$ cat src/rtl/cond_pkg.sv
// rtl/cond_pkg.sv - shared types and constants for the conditional-execution unit
package cond_pkg;

  // ARM condition field encodings
  typedef enum logic [3:0] {
    EQ = 4'b0000, NE = 4'b0001, CS = 4'b0010, CC = 4'b0011,
    MI = 4'b0100, PL = 4'b0101, VS = 4'b0110, VC = 4'b0111,
    HI = 4'b1000, LS = 4'b1001, GE = 4'b1010, LT = 4'b1011,
    GT = 4'b1100, LE = 4'b1101, AL = 4'b1110, NV = 4'b1111
  } cond_e;

  // bit positions inside the {N,Z,C,V} flag nibble
  localparam int N_IDX = 3;
  localparam int Z_IDX = 2;
  localparam int C_IDX = 1;
  localparam int V_IDX = 0;

  // flag write-enable masks
  localparam logic [1:0] FLAGW_NZ = 2'b10;
  localparam logic [1:0] FLAGW_CV = 2'b01;

  typedef enum logic {
    IT_IDLE   = 1'b0,
    IT_ACTIVE = 1'b1
  } it_state_e;

endpackage

$ cat src/rtl/cond_eval.sv
// rtl/cond_eval.sv - combinational condition-code evaluator (cond, flags) -> (ex, undef)
module cond_eval
  import cond_pkg::*;
(
  input  logic [3:0] cond,
  input  logic [3:0] flags,
  output logic       ex,
  output logic       undef
);

  logic n, z, c, v;

  assign n = flags[N_IDX];
  assign z = flags[Z_IDX];
  assign c = flags[C_IDX];
  assign v = flags[V_IDX];

  // decode the condition against the current flags; NV never executes and is flagged undefined
  always_comb begin
    ex    = 1'b0;
    undef = 1'b0;
    case (cond_e'(cond))
      EQ: ex = z;
      NE: ex = ~z;
      CS: ex = c;
      CC: ex = ~c;
      MI: ex = n;
      PL: ex = ~n;
      VS: ex = v;
      VC: ex = ~v;
      HI: ex = c & ~z;
      LS: ex = ~c | z;
      GE: ex = (n == v);
      LT: ex = (n != v);
      GT: ex = ~z & (n == v);
      LE: ex = z | (n != v);
      AL: ex = 1'b1;
      NV: undef = 1'b1;
      default: undef = 1'b1;
    endcase
  end

endmodule

$ cat src/rtl/cond_exec_unit.sv
// rtl/cond_exec_unit.sv - banked NZCV flags, condition evaluation and IT predication (IT logic under COND_IT_EN)
module cond_exec_unit
  import cond_pkg::*;
#(
  parameter  int NUM_BANKS  = 2,
  parameter  int IT_MAX_LEN = 4,
  localparam int BW = (NUM_BANKS > 1) ? $clog2(NUM_BANKS) : 1,
  localparam int LW = $clog2(IT_MAX_LEN + 1)
) (
  input  logic                  clk,
  input  logic                  rst_n,
  input  logic                  instr_valid_i,
  input  logic [3:0]            cond_i,
  input  logic [BW-1:0]         bank_sel_i,
  input  logic [1:0]            flag_wr_i,
  input  logic [3:0]            alu_flags_i,
  input  logic                  it_start_i,
  input  logic [3:0]            it_firstcond_i,
  input  logic [LW-1:0]         it_len_i,
  input  logic [IT_MAX_LEN-1:0] it_then_i,
  output logic                  cond_ex_o,
  output logic                  undef_o,
  output logic [3:0]            flags_o,
  output logic                  it_active_o
);

  logic [3:0] banks [NUM_BANKS];
  logic [3:0] sel_flags;
  logic [3:0] eff_cond;
  logic       eval_ex;
  logic       eval_undef;
  logic       it_active;
  logic       it_undef;

  // read mux for the selected bank; an out-of-range select reads as zero
  always_comb begin
    sel_flags = '0;
    for (int b = 0; b < NUM_BANKS; b++) begin
      if (bank_sel_i == BW'(b)) sel_flags = banks[b];
    end
  end

  assign flags_o = sel_flags;

  cond_eval u_eval (
    .cond  (eff_cond),
    .flags (sel_flags),
    .ex    (eval_ex),
    .undef (eval_undef)
  );

  assign cond_ex_o = instr_valid_i & eval_ex;
  assign undef_o   = instr_valid_i & (eval_undef | it_undef);

  // masked flag writeback into the selected bank, only for executed instructions
  always_ff @(posedge clk or negedge rst_n) begin
    if (!rst_n) begin
      for (int b = 0; b < NUM_BANKS; b++) banks[b] <= '0;
    end else if (cond_ex_o) begin
      for (int b = 0; b < NUM_BANKS; b++) begin
        if (bank_sel_i == BW'(b)) begin
          if (|(flag_wr_i & FLAGW_NZ)) banks[b][N_IDX:Z_IDX] <= alu_flags_i[N_IDX:Z_IDX];
          if (|(flag_wr_i & FLAGW_CV)) banks[b][C_IDX:V_IDX] <= alu_flags_i[C_IDX:V_IDX];
        end
      end
    end
  end

`ifdef COND_IT_EN
  localparam logic [LW-1:0] LEN_MAX = LW'(IT_MAX_LEN);

  it_state_e             state_q, state_nxt;
  logic [3:0]            first_q, first_nxt;
  logic [IT_MAX_LEN-1:0] then_q, then_nxt;
  logic [LW-1:0]         rem_q, rem_nxt;
  logic [LW-1:0]         slot_q, slot_nxt;
  logic [IT_MAX_LEN-1:0] then_shift;
  logic                  len_ok;

  assign it_active  = (state_q == IT_ACTIVE);
  assign len_ok     = (it_len_i != '0) && (it_len_i <= LEN_MAX);
  assign then_shift = then_q >> slot_q;
  // a cleared then-bit selects the opposite condition by flipping the LSB
  assign eff_cond   = it_active ? (then_shift[0] ? first_q : {first_q[3:1], ~first_q[0]})
                                : cond_i;
  assign it_undef   = it_start_i & (it_active | ~len_ok);

  // IT block state registers
  always_ff @(posedge clk or negedge rst_n) begin
    if (!rst_n) begin
      state_q <= IT_IDLE;
      first_q <= '0;
      then_q  <= '0;
      rem_q   <= '0;
      slot_q  <= '0;
    end else begin
      state_q <= state_nxt;
      first_q <= first_nxt;
      then_q  <= then_nxt;
      rem_q   <= rem_nxt;
      slot_q  <= slot_nxt;
    end
  end

  // IT next state: accept a well-formed executed setup, then consume one slot per valid instruction
  always_comb begin
    state_nxt = state_q;
    first_nxt = first_q;
    then_nxt  = then_q;
    rem_nxt   = rem_q;
    slot_nxt  = slot_q;
    case (state_q)
      IT_IDLE: begin
        if (instr_valid_i && it_start_i && cond_ex_o && len_ok) begin
          state_nxt = IT_ACTIVE;
          first_nxt = it_firstcond_i;
          then_nxt  = it_then_i;
          rem_nxt   = it_len_i;
          slot_nxt  = '0;
        end
      end
      IT_ACTIVE: begin
        if (instr_valid_i) begin
          rem_nxt  = rem_q - LW'(1);
          slot_nxt = slot_q + LW'(1);
          if (rem_q == LW'(1)) begin
            state_nxt = IT_IDLE;
            slot_nxt  = '0;
          end
        end
      end
      default: state_nxt = IT_IDLE;
    endcase
  end
`else
  logic unused_it;

  assign eff_cond  = cond_i;
  assign it_active = 1'b0;
  assign it_undef  = 1'b0;
  assign unused_it = ^{it_start_i, it_firstcond_i, it_len_i, it_then_i};
`endif

  assign it_active_o = it_active;

endmodule

$ cat config.mk
export PLATFORM = sky130hd
export DESIGN_NAME = cond_exec_unit
export DESIGN_NICKNAME = d
export VERILOG_FILES = /design/src/rtl/cond_pkg.sv /design/src/rtl/cond_eval.sv /design/src/rtl/cond_exec_unit.sv
export SDC_FILE = /design/constraint.sdc
export NUM_CORES = 1
export LEC_CHECK = 0
export BUFFER_PORTS_ARGS = -buffer_cell sky130_fd_sc_hd__buf_2
export CAP_MARGIN = 20
export CORE_MARGIN = 2
export CORE_UTILIZATION = 40
export DETAILED_ROUTE_END_ITERATION = 16
export GPL_ROUTABILITY_DRIVEN = 0
export GPL_TIMING_DRIVEN = 0
export PLACE_DENSITY = 0.72
export SETUP_SLACK_MARGIN = 0.3
export SKIP_CTS_REPAIR_TIMING = 1
export SYNTH_ARGS = -nofsm -noshare
export SYNTH_HDL_FRONTEND = slang
export SYNTH_SLANG_ARGS = --single-unit
$ cat constraint.sdc
create_clock -name clk -period 4.51 [get_ports clk]
set_clock_uncertainty 0.1 [all_clocks]
set_input_delay 0.451 -clock clk [delete_from_list [all_inputs] [get_ports clk]]
set_output_delay 0.451 -clock clk [all_outputs]
set_load 0.005 [all_outputs]
==> results by group <==
Status
  – Status: completed

Timing
  – Fmax: 405 MHz
  – Min cycle time layout: 2.47 ns
  – Setup TNS: 0 ns
  – Slew Limit Fails: 0
  – Hold_ws: 0.341 ns
  – Final Setup Violations: 0
  – RSZ-0062 raised after global routing: no
  – Final period utilization: 0.547
  – Fin. Hold Viols: 0

Setup path
  – CP peak stage delay: 0.51 ns
  – FF-to-FF Start: banks[4]
  – Worst Setup EP: cond_ex_o
  – Startpoint types: register
  – Reg2reg path depth: 6
  – Crit path arrival time: 1.92 ns
  – CP endpoint kind: primary output
  – Crit path kind: reg2out
  – Peak fanout along the critical path: 5
  – CP max stage cell: mux4_1
  – Setup slack, reg-to-reg: 2.32 ns
  – Critical Path Start: banks[5]
  – Worst path required time: 3.96 ns
  – Reg-to-Reg End: banks[2]
  – CP cell instances: mux4_1 -> xor2_1 -> o22ai_1 -> a31oi_1 -> buf_2

Pwr
  – Peak VDD IR: 0.320 mV
  – Pleak: 0.355 nW
  – P per Cell Area: 480 nW/um^2

Die
  – IO Count: 33
  – Initial Util: 0.430
  – Die Span X: 44.5 microns
  – Core footprint: 1520 sq um
  – Die footprint: 1980 sq um
  – Die Height: 44.5 microns
  – Cell Rows: 14

Flow run
  – Max-Cap Viols: 0

Synth
  – Synthesized net count: 87
  – Synth Register Bits: 8
  – Syn. warnings: 0
  – Cell variety after synth: 28
  – Cells after Synth: 61
  – Syn Std Cell Area: 656 sq um
  – Seq/Total Area, Yosys: 0.305
  – Syn Area/Cell: 10.7 sq um

Global routing
  – First-pass GRT wire length: 2130 microns
  – Initial antenna violation count: 0
  – Largest net degree at the start of global routing: 11
  – GRT Util Overall: 0.148
  – Via count of the first global-routing pass: 515
  – Grt ovf: 0

Placement
  – Port buffer count: 18
  – DP Area: 766 sq um
  – Final HPWL DP: 1070 microns

Clock tree
  – CTS tree: built
  – Clk pin slew, worst setup/hold paths: 0.05 ns
  – Clk buf depth: 2
  – Number of H-tree levels: 1
  – Clock root buffer: clkbuf_4
  – Clock sinks: 8
  – Clock Latency Late Sink: 0.25 ns
  – TritonCTS buffer count: 3

Final layout
  – Nets: 111
  – Final instance area: 798 sq um
  – Share of layout cells above drive strength 1: 0.458
  – Register bank with the most flops: banks
  – Area Overhead vs Synth: 21.8%
  – Flip-flop count of the largest register after layout: 8
  – Inserted Diodes: 0
  – Largest regs: banks: 8 flops

Routing
  – Detailed Route WL: 1270 microns
  – ANT nets after route: 0
  – Via density: 5.40
  – DRC viols: 0
  – Iter 0 DRT Violations: 4
  – Wire per inst: 12.9 microns
  – DRT Pass-1 Iters: 4
  – Vias: 535

Hold path
  – Worst min-delay path class: in2reg
  – Hold Startpoint: alu_flags_i[1]
worst max-delay path, delay by kind of cell, from the launching register on:
kind            cells  cell delay [ns]
xor+xnor            1             0.16
flops               1             0.40
compound gates      2             0.47
mux                 1             0.51
buf+inv             1             0.14
final cells by class:
type,instances,area (sq um)
Buffer,3,28.8
Clock buffer,3,22.5
Fill cell,148,726
Inverter,3,11.3
Multi-Input combinational cell,47,415
Sequential cell,8,200
Tap cell,16,20.0
Timing Repair Buffer,19,100
cell usage after synthesis, drive strengths merged:
| master | count | area, sq um |
|---|---|---|
| mux2 | 12 | 135 |
| nor4b | 1 | 8.76 |
| nor2 | 4 | 15.0 |
| o31ai | 1 | 21.3 |
| and2 | 1 | 6.26 |
| clkbuf | 1 | 13.8 |
| nand2 | 2 | 7.51 |
| a31oi | 5 | 31.3 |
| inv | 3 | 11.3 |
| nand3b | 2 | 15.0 |
| xor2 | 1 | 8.76 |
| conb | 1 | 3.75 |
| o21ai | 1 | 8.76 |
| and4b | 1 | 10.0 |
| nand4 | 1 | 6.26 |
| mux4 | 2 | 48.8 |
| buf | 2 | 15.0 |
| nand3 | 2 | 10.0 |
| a21boi | 1 | 7.51 |
| o22ai | 1 | 6.26 |
| mux2i | 1 | 10.0 |
| a31o | 1 | 8.76 |
| dfrtp | 8 | 200 |
| nor3b | 3 | 22.5 |
| nor2b | 1 | 6.26 |
| xnor2 | 2 | 17.5 |
power breakdown:
| group | leakage (nW) | internal (mW) | switching [mW] |
|---|---|---|---|
| clock | 0.0138 | 0.0302 | 0.0213 |
| sequential | 0.0954 | 0.109 | 0.0291 |
| combinational | 0.245 | 0.113 | 0.0815 |
layout by cell type (no fill, tap or decap), types with 2 or more instances in the layout:
cell	Yosys	final
mux2_2	10	10
nor2_1	4	4
nand2_1	2	2
nand3_1	2	2
clkbuf_4	0	3
buf_2	0	18
nand3b_1	2	2
mux2_1	2	2
xnor2_1	2	2
dfrtp_1	8	8
a31oi_1	5	5
inv_1	3	3
buf_4	2	2
nor3b_1	3	3
cells by family after synthesis:
family | share of synthesized area
other | 0.00572
and+or+nand+nor | 0.164
DFF | 0.305
muxes | 0.296
xor gates and xnor gates | 0.0401
buffers and inverters | 0.0611
AOI/OAI and AO/OA | 0.128
metal layers:
layer,vias to the layer above,global-route usage,wire length (microns)
li1,271,-,-
met5,-,0,0
met3,0,0.0204,71
met1,250,0.179,551
met2,14,0.255,651
met4,0,0.0727,0
metrics by stage:
stage	utilization	std cells	total power, mW	setup slack, ns
6_report	0.524	99	0.384	2.04
5_1_grt	0.524	99	0.420	1.90
4_1_cts	0.517	98	0.389	2.02
3_5_place_dp	0.502	95	0.336	1.99
3_3_place_gp	0.502	95	0.330	2.05
2_1_floorplan	-	61	0.277	2.31
how the worst min path moves through the flow:
stage	to	cells past startpoint
after floorplan	banks[0]	0
after global placement	banks[4]	1
after detailed placement	banks[0]	1
after CTS	banks[7]	1
after global routing	banks[5]	2
final	banks[1]	2
(Power assumes the default switching activity.)
